--- src/rtl/div_seq_if.sv ---
// Handshake and operand/result bundle for the sequential divider.
// The controller uses the master side and the divider uses the slave side.
interface div_seq_if #(
  parameter int WIDTH = 32
);
  logic             start;
  logic [WIDTH-1:0] dividend;
  logic [WIDTH-1:0] divisor;
  logic             busy;
  logic             done;
  logic [WIDTH-1:0] quotient;
  logic [WIDTH-1:0] remainder;
  logic             div_by_zero;

  modport master (
    output start, dividend, divisor,
    input  busy, done, quotient, remainder, div_by_zero
  );

  modport slave (
    input  start, dividend, divisor,
    output busy, done, quotient, remainder, div_by_zero
  );
endinterface

--- src/rtl/div_seq.sv ---
// Restoring shift-and-subtract divider: one quotient bit per clock.
// Each subtraction is an add of the inverted divisor with carry-in 1.
module div_seq #(
  parameter int WIDTH = 32
) (
  input  logic      clk,
  input  logic      reset,
  div_seq_if.slave  bus
);
  localparam int CW = $clog2(WIDTH + 1);

  typedef enum logic {S_IDLE = 1'b0, S_RUN = 1'b1} state_t;

  state_t r_state, w_state_nxt;

  logic [WIDTH:0]   r_rem;
  logic [WIDTH-1:0] r_q;
  logic [WIDTH-1:0] r_d;
  logic [CW-1:0]    r_cnt;
  logic             r_done;
  logic [WIDTH-1:0] r_quot;
  logic [WIDTH-1:0] r_remo;
  logic             r_dbz;

  logic             w_accept;
  logic             w_last;
  logic [WIDTH:0]   w_r_sh;
  logic [WIDTH+1:0] w_sum;
  logic             w_carry;
  logic [WIDTH:0]   w_r_nxt;
  logic [WIDTH-1:0] w_q_nxt;
  logic             w_unused_msb;

  // R - D as R + ~{0,D} + 1; bit WIDTH+1 of the result is the carry-out.
  function automatic logic [WIDTH+1:0] trial_sub(input logic [WIDTH:0]   r_sh,
                                                 input logic [WIDTH-1:0] d);
    return {1'b0, r_sh} + {1'b0, ~{1'b0, d}} + (WIDTH+2)'(1);
  endfunction

  // R stays below D, so its top bit never feeds the shifted value.
  assign w_unused_msb = r_rem[WIDTH];
  assign w_r_sh       = {r_rem[WIDTH-1:0], r_q[WIDTH-1]};
  assign w_sum        = trial_sub(w_r_sh, r_d);
  assign w_carry      = w_sum[WIDTH+1];
  assign w_r_nxt      = w_carry ? w_sum[WIDTH:0] : w_r_sh;
  assign w_q_nxt      = {r_q[WIDTH-2:0], w_carry};

  assign w_accept = (r_state == S_IDLE) && bus.start;
  assign w_last   = (r_state == S_RUN) && (r_cnt == CW'(1));

  always_ff @(posedge clk) begin
    if (reset) r_state <= S_IDLE;
    else       r_state <= w_state_nxt;
  end

  always_comb begin
    w_state_nxt = r_state;
    case (r_state)
      S_IDLE: if (bus.start && (bus.divisor != '0)) w_state_nxt = S_RUN;
      S_RUN:  if (r_cnt == CW'(1))                  w_state_nxt = S_IDLE;
      default:                                      w_state_nxt = S_IDLE;
    endcase
  end

  always_comb begin
    bus.busy        = (r_state == S_RUN);
    bus.done        = r_done;
    bus.quotient    = r_quot;
    bus.remainder   = r_remo;
    bus.div_by_zero = r_dbz;
  end

  always_ff @(posedge clk) begin
    if (reset) begin
      r_rem  <= '0;
      r_q    <= '0;
      r_d    <= '0;
      r_cnt  <= '0;
      r_done <= 1'b0;
      r_quot <= '0;
      r_remo <= '0;
      r_dbz  <= 1'b0;
    end else begin
      r_done <= 1'b0;
      if (w_accept) begin
        if (bus.divisor == '0) begin
          r_quot <= '1;
          r_remo <= bus.dividend;
          r_dbz  <= 1'b1;
          r_done <= 1'b1;
        end else begin
          r_rem <= '0;
          r_q   <= bus.dividend;
          r_d   <= bus.divisor;
          r_cnt <= CW'(WIDTH);
          r_dbz <= 1'b0;
        end
      end else if (r_state == S_RUN) begin
        r_rem <= w_r_nxt;
        r_q   <= w_q_nxt;
        r_cnt <= r_cnt - CW'(1);
        if (w_last) begin
          r_quot <= w_q_nxt;
          r_remo <= w_r_nxt[WIDTH-1:0];
          r_done <= 1'b1;
        end
      end
    end
  end
endmodule
--- src/flat_wrapper.sv ---
// flat-port wrapper written by rule: the top's interface ports become plain ports
module div_seq_flat 
#(
  parameter int WIDTH = 32
)
  (clk, reset, bus_start, bus_dividend, bus_divisor, bus_busy, bus_done, bus_quotient, bus_remainder, bus_div_by_zero);
  div_seq_if #(.WIDTH(WIDTH)) bus_i ();
  input  logic clk;
  input  logic reset;
  input wire logic [$bits(bus_i.start)-1:0] bus_start;
  input wire logic [$bits(bus_i.dividend)-1:0] bus_dividend;
  input wire logic [$bits(bus_i.divisor)-1:0] bus_divisor;
  output wire logic [$bits(bus_i.busy)-1:0] bus_busy;
  output wire logic [$bits(bus_i.done)-1:0] bus_done;
  output wire logic [$bits(bus_i.quotient)-1:0] bus_quotient;
  output wire logic [$bits(bus_i.remainder)-1:0] bus_remainder;
  output wire logic [$bits(bus_i.div_by_zero)-1:0] bus_div_by_zero;
  assign bus_i.start = bus_start;
  assign bus_i.dividend = bus_dividend;
  assign bus_i.divisor = bus_divisor;
  assign bus_busy = bus_i.busy;
  assign bus_done = bus_i.done;
  assign bus_quotient = bus_i.quotient;
  assign bus_remainder = bus_i.remainder;
  assign bus_div_by_zero = bus_i.div_by_zero;
  div_seq #(.WIDTH(WIDTH)) u_core (.clk(clk), .reset(reset), .bus(bus_i));
endmodule
--- config.mk ---
export PLATFORM = sky130hd
export DESIGN_NAME = div_seq_flat
export DESIGN_NICKNAME = d
export VERILOG_FILES = /design/src/rtl/div_seq_if.sv /design/src/rtl/div_seq.sv /design/src/flat_wrapper.sv
export SDC_FILE = /design/constraint.sdc
export NUM_CORES = 1
export LEC_CHECK = 0
export CAP_MARGIN = 20
export CELL_PAD_IN_SITES_DETAIL_PLACEMENT = 0
export CELL_PAD_IN_SITES_GLOBAL_PLACEMENT = 1
export CORE_MARGIN = 8
export CORE_UTILIZATION = 30
export DETAILED_ROUTE_END_ITERATION = 8
export PLACE_DENSITY = 0.67
export SLEW_MARGIN = 40
export SYNTH_ARGS = -nofsm -noshare
export SYNTH_HDL_FRONTEND = slang
export SYNTH_SLANG_ARGS = --single-unit
--- constraint.sdc ---
create_clock -name clk -period 2.45 [get_ports clk]
set_input_delay 0.245 -clock clk [delete_from_list [all_inputs] [get_ports clk]]
set_output_delay 0.245 -clock clk [all_outputs]
set_load 0.02 [all_outputs]
==> results of run 1 <==
==> cell usage in the layout, fill, tap and decap left out, types with 9 or more instances in the layout <==
cell	n
a21o_1	10
a21oi_1	58
a21oi_2	11
a311oi_1	40
a31oi_1	10
and3_4	11
buf_12	9
buf_4	185
buf_6	19
clkbuf_16	17
clkdlybuf4s50_1	132
dfxtp_1	148
dfxtp_2	20
ha_1	16
ha_4	17
inv_1	31
inv_2	10
mux2i_1	38
nand2_1	117
nand3_1	20
nor2_1	130
nor3_1	82
nor3_2	13
o211ai_1	11
o21a_1	10
o21ai_0	32
o21ai_1	17
o21ai_2	9
o31ai_1	10
xnor2_1	12
==> layout make-up <==
class | instances | area (sq um) | area share, %
multi-input cells | 843 | 6090 | 43.7
flip-flops and latches | 169 | 3410 | 24.5
repair buffers | 349 | 3180 | 22.8
well taps | 390 | 488 | 3.50
clock buffers | 18 | 439 | 3.15
clock inverters | 14 | 175 | 1.26
inverters | 42 | 158 | 1.13
==> layer usage <==
metal | wire [um] | up-vias | part of all wire (%)
li1 | - | 4666 | -
met1 | 15600 | 4416 | 49
met2 | 14500 | 209 | 45
met3 | 1650 | 27 | 5.1
met4 | 351 | 0 | 1.1
met5 | 0 | - | 0
==> logic make-up (layout without fill, tap and decap cells) <==
kind of cell,Yosys count,in the layout,share of synthesized area [%]
XOR/XNOR,25,25,2.45
AND/OR/NAND/NOR,452,453,22.8
AO/OA/AOI/OAI,287,287,21.7
buffers and inverters,123,423,5.42
flip-flops,169,169,37.8
adder cells (fa/ha/maj),35,35,4.97
multiplexers,43,43,4.81
==> how the worst min path moves through the flow <==
stage                                         end  cells past startpoint
after floorplan                     u_core.r_d[0]                      2
after global placement    u_core.bus.remainder[6]                      2
after detailed placement  u_core.bus.remainder[5]                      2
after CTS                           u_core.r_q[4]                      3
after global routing                u_core.r_q[4]                      3
final                               u_core.r_q[4]                      3
==> what timing repair did <==
item	4_1_cts	5_1_grt
endpoints found under the setup margin	66	68
setup buffers	12	5
cloned	2	0
gates resized for setup	195	53
pin swaps	81	45
==> state kept, by name, indices dropped and copies added, names as in the netlist <==
| signal | count |
|---|---|
| u_core.bus.busy | 1 |
| u_core.bus.done | 1 |
| u_core.bus.remainder | 32 |
| u_core.r_q | 32 |
| u_core.r_rem | 32 |
| u_core.bus.div_by_zero | 1 |
| u_core.bus.quotient | 32 |
| u_core.r_cnt | 6 |
| u_core.r_d | 32 |
==> per-stage QoR <==
stage	TNS [ns]	std cells	hold slack, ns
final	-2.10	1825	0.406
after global routing	-8.30	1825	0.410
after CTS	-1.87	1821	0.395
after detailed placement	-28.03	1779	0.467
after global placement	-21.90	1779	0.460
after floorplan	-0.0909	1134	0.389
==> power by group through the flow <==
stage	Combinational (mW)	Clock (mW)	Sequential, mW
floorplan	2.72	0	3.18
global placement	4.82	0	3.21
detailed placement	4.85	0	3.21
CTS	5.94	2.84	3.18
global route	6.93	2.95	3.21
finish	6.44	2.77	3.19
==> critical path, delay by kind of cell, from the launching register on <==
kind            cells  cell delay, ns
compound gates      5            1.01
fa+ha+maj           1            0.37
flops               1            0.34
buf+inv             3            0.31
simple gates        1            0.17
xor+xnor            1            0.13
mux                 1            0.12
==> metrics.csv, run 1 <==
metric;value;unit
cp.arrival;2.90;ns
p_comb_share;52.0;%
leakage;5.55;nW
r2r-end;u_core.bus.remainder[18];
drtPass1Iterations;6;
die_area;0.0356;sq mm
yosysUniqueCellTypes;68;
chipHeight;189;um
startpoint;u_core.r_d[1];
cts_root_buf;clkbuf_16;
power_switching_share;39.1;%
grt_max_degree;146;
grt_util_met2;28.0;%
synth_area_leaders;dfxtp_1 (38%), nand2_1 (5.5%), nor2_1 (5.5%), nor3_1 (5.5%), mux2i_1 (4.8%);
violations;setup timing;
slew_headroom;51.8;%
ir_drop;0.678;mV
worstSetupEndpoint;u_core.bus.remainder[18];
place_area;0.0121;sq mm
syn_to_final_growth;55.7;%
totalPowerFinal;12.4;mW
end_kind;register;
met3_usage;3.70;%
status;finished, violations left;
power_frac_clock;22.3;%
tightest_slew;0.722;ns
startpoint_type;register;
gp_congestion;0.832;
reg2reg_depth;12;
cts_tree;yes;
p_int;7.55;mW
final_util;47.3;%
hold_violations;0;
syn_area;0.00895;sq mm
regToRegSetupSlack;-0.14;ns
yosys.area.top_type;dfxtp_1;
n_antenna_cell;0;
htree_num_levels;4;
top_usage_layer;met2;
synth_warnings;0;
track_usage;17.7;%
antenna_found_initial;0;
fin_nets;1524;
worstSkewPairLatency;0.44;ns
pwr_density_cell;889;mW/mm^2
synth_edf_count;0;
port_buffers;133;
synth_commonest_cells;dfxtp_1 (169), nand2_1 (131), nor2_1 (131);
synthArstFlopShare;0;%
design_area;0.0139;sq mm
die_w;189;um
vias;9318;
drive_above_1_share;30.3;%
cts_buffer_depth;2;
worstPathCellList;inv_2 > buf_6 > fa_2 > a21o_1 > nand4_1 > a21oi_4 > o21a_1 > buf_4 > o21ai_2 > xnor2_1 > mux2i_1 > a2111oi_1;
dp_slack;-0.386;ns
synth.most_common_cell;dfxtp_1;
postSynthAreaPerCell;7.90;sq um
p_sw;4.85;mW
grt_pass1_wl;51.3;mm
cp.required;2.76;ns
yosysTopAreaCellShare;37.8;%
grt_overflow;0;
dpl.hpwl;23.4;mm
synthFlopType;dfxtp_1;
fin_worst_skew;0.0141;ns
drc_errors;0;
cts.sinks;169;
path_max_fanout;5;
syn_nets;1236;
timing_max_transition_violations_final;0;
start_util;30.4;%
use_met1;24.6;%
r2r-start;u_core.r_d[1];
setup_viol_count_final;44;
drt-initial-drc-count;554;
n_fill_cell;2907;
rsz0062_at_grt;true;
critPathSlowestCell;fa_2;
io_pins;134;
fin_ws;-0.144;ns
rows;63;
hp-class;in -> reg;
numCtsBuffers;17;
path_class;reg -> reg;
syn_inst;1134;
ys_seq_area_share;37.8;%
holdCritStartpoint;bus_dividend[4];
path_clk_slew;0.08;ns
wire_per_inst;17.6;um
slowest_delay;0.37;ns
drt_wl_total;32.1;mm
viasPerCell;5.11;
maxCapViolations;0;
synth_seq_cells;169;
hold_buffers;0;
clock.fmax;385;MHz
pwr-share-seq;25.7;%
first_global_vias;9093;
ant_nets;0;
period_share;106;%
min_period;2.59;ns
core;0.0295;sq mm
(Power assumes the default switching activity.)
==> inputs of run 2 (changes only) <==
--- a/config.mk
+++ b/config.mk
@@ -9,10 +9,11 @@
 export CELL_PAD_IN_SITES_DETAIL_PLACEMENT = 0
 export CELL_PAD_IN_SITES_GLOBAL_PLACEMENT = 1
 export CORE_MARGIN = 8
-export CORE_UTILIZATION = 30
+export CORE_UTILIZATION = 36
 export DETAILED_ROUTE_END_ITERATION = 8
-export PLACE_DENSITY = 0.67
-export SLEW_MARGIN = 40
+export PLACE_DENSITY = 0.78
+export SKIP_CTS_REPAIR_TIMING = 1
+export SLEW_MARGIN = 10
 export SYNTH_ARGS = -nofsm -noshare
 export SYNTH_HDL_FRONTEND = slang
 export SYNTH_SLANG_ARGS = --single-unit
==> run 2 against run 1 <==
The run still ends with setup timing left. Register-to-register slack got worse by 0.13 ns. Sequential share of layout area shrank 0.19 points. Design area up 0.82%. Total power is 2.7% higher. Final cell count fell by 2.7%. Worst setup slack got worse by 0.13 ns. Clock power is essentially flat. Critical path depth decreased by 1. Global-route usage is 1.7 points higher. Count of clock-buffer cells in the layout unchanged. First-iteration DRC count increased by 14%.
==> metrics.csv, run 2 (same netlist as run 1, synthesis figures left out) <==
metric;value;unit;change
antenna_found_initial;0;;unchanged
timing_max_transition_violations_final;0;;unchanged
syn_to_final_growth;56.9;%;
cp.required;2.76;ns;about the same
end_kind;register;;
layout_commonest_cell;buf_4;;
min_period;2.72;ns;+0.128 ns
status;finished, violations left;;
totalPowerFinal;12.7;mW;+2.7%
leakage;5.59;nW;+0.85%
startpoint_type;register;;
n_antenna_cell;0;;unchanged
gp_congestion;0.892;;+7.3%
port_buffers;133;;unchanged
vias;9607;;+3.1%
grt_overflow;0;;unchanged
fin_ws;-0.272;ns;-0.128 ns
dp_cells;1716;;-3.5%
hold_violations;0;;unchanged
cp.arrival;3.04;ns;+0.14 ns
path_clk_slew;0.08;ns;about the same
cts_buffer_depth;2;;unchanged
cts_root_buf;clkbuf_16;;
drtPass1Iterations;6;;unchanged
io_pins;134;;unchanged
start_util;36.7;%;+6.3 points
ir_drop;0.554;mV;-18%
fin_worst_skew;0.00956;ns;-0.00452 ns
period_share;111;%;+5.2 points
wire_per_inst;18.2;um;+3.3%
fin_nets;1540;;+1.0%
path_class;reg -> reg;;
first_global_vias;8937;;-1.7%
grt_pass1_wl;48.3;mm;-5.9%
track_usage;19.4;%;+1.7 points
place_area;0.0120;sq mm;-0.82%
die_w;174;um;-8.0%
design_area;0.0141;sq mm;+0.82%
clock.fmax;367;MHz;-4.7%
drive_above_1_share;32.5;%;+2.1 points
setup_viol_count_final;66;;+50%
final_util;57.6;%;+10 points
viasPerCell;5.41;;+6.0%
core;0.0244;sq mm;-17%
drt_wl_total;32.2;mm;+0.48%
hp-class;in -> reg;;
stdcell_count;1775;;-2.7%
numCtsBuffers;17;;unchanged
pwr_density_cell;906;mW/mm^2;+1.9%
tightest_slew;0.650;ns;-0.0722 ns
ant_nets;0;;unchanged
drt-initial-drc-count;632;;+14%
rsz0062_at_grt;true;;
path_max_fanout;5;;unchanged
die_area;0.0302;sq mm;-15%
fin_setup_tns;-8.45;ns;-6.35 ns
slew_headroom;56.7;%;+4.8 points
dpl.hpwl;22.8;mm;-2.8%
grt_max_degree;65;;-55%
chipHeight;174;um;-8.0%
worstSkewPairLatency;0.43;ns;about the same
cts_tree;yes;;
cts.sinks;169;;unchanged
drc_errors;0;;unchanged
layout_common_cells;buf_4 (196), dfxtp_1 (147), clkdlybuf4s50_1 (132), nor2_1 (129), nand2_1 (116);;
violations;setup timing;;
maxCapViolations;0;;unchanged
rows;57;;-9.5%
htree_num_levels;4;;unchanged
-- run 2: worst max-delay path, cell delays in order, from the launching register on --
cell,delay (ns)
dfxtp_2,0.36
inv_4,0.05
ha_4,0.20
nor2b_4,0.12
o31a_1,0.32
o2111ai_2,0.28
a21boi_4,0.12
o211ai_4,0.34
buf_6,0.18
nand2_8,0.08
mux2i_4,0.22
a2111oi_2,0.35
-- run 2: through the flow --
step,hold WS (ns),setup slack [ns]
2_1_floorplan,0.389,-0.0604
3_3_place_gp,0.459,-0.384
3_5_place_dp,0.464,-0.398
4_1_cts,0.176,-0.433
5_1_grt,0.200,-0.386
6_report,0.197,-0.272
-- run 2: cell type report --
type / instances / area, sq um
clock inverter: 14 / 155
fill: 2175 / 10300
inverter: 42 / 160
clock buffer: 18 / 439
sequential: 169 / 3410
tap: 324 / 405
timing repair buffer: 365 / 3270
multi-input combinational: 843 / 6210
-- run 2: final timing paths --
check | from | end | slack [ns] | depth (start not counted)
worst max-delay path | u_core.r_d[1] | u_core.bus.remainder[20] | -0.27 | 11
worst min-delay path | reset | u_core.bus.div_by_zero | 0.20 | 2
worst max register to register | u_core.r_d[1] | u_core.bus.remainder[20] | -0.27 | 11
worst min register to register | u_core.bus.remainder[5] | u_core.bus.remainder[5] | 0.47 | 2
-- run 2: where the power goes --
part | internal (mW) | switching (mW)
Combinational | 3.30 | 3.50
Clock | 1.40 | 1.35
Sequential | 2.97 | 0.212
-- run 2: per-layer routing --
layer | track usage [%] | share of wire (%)
met1 | 27.7 | 47
met2 | 29.7 | 44
met3 | 3.51 | 6.4
met4 | 4.63 | 2.0
met5 | 0 | 0
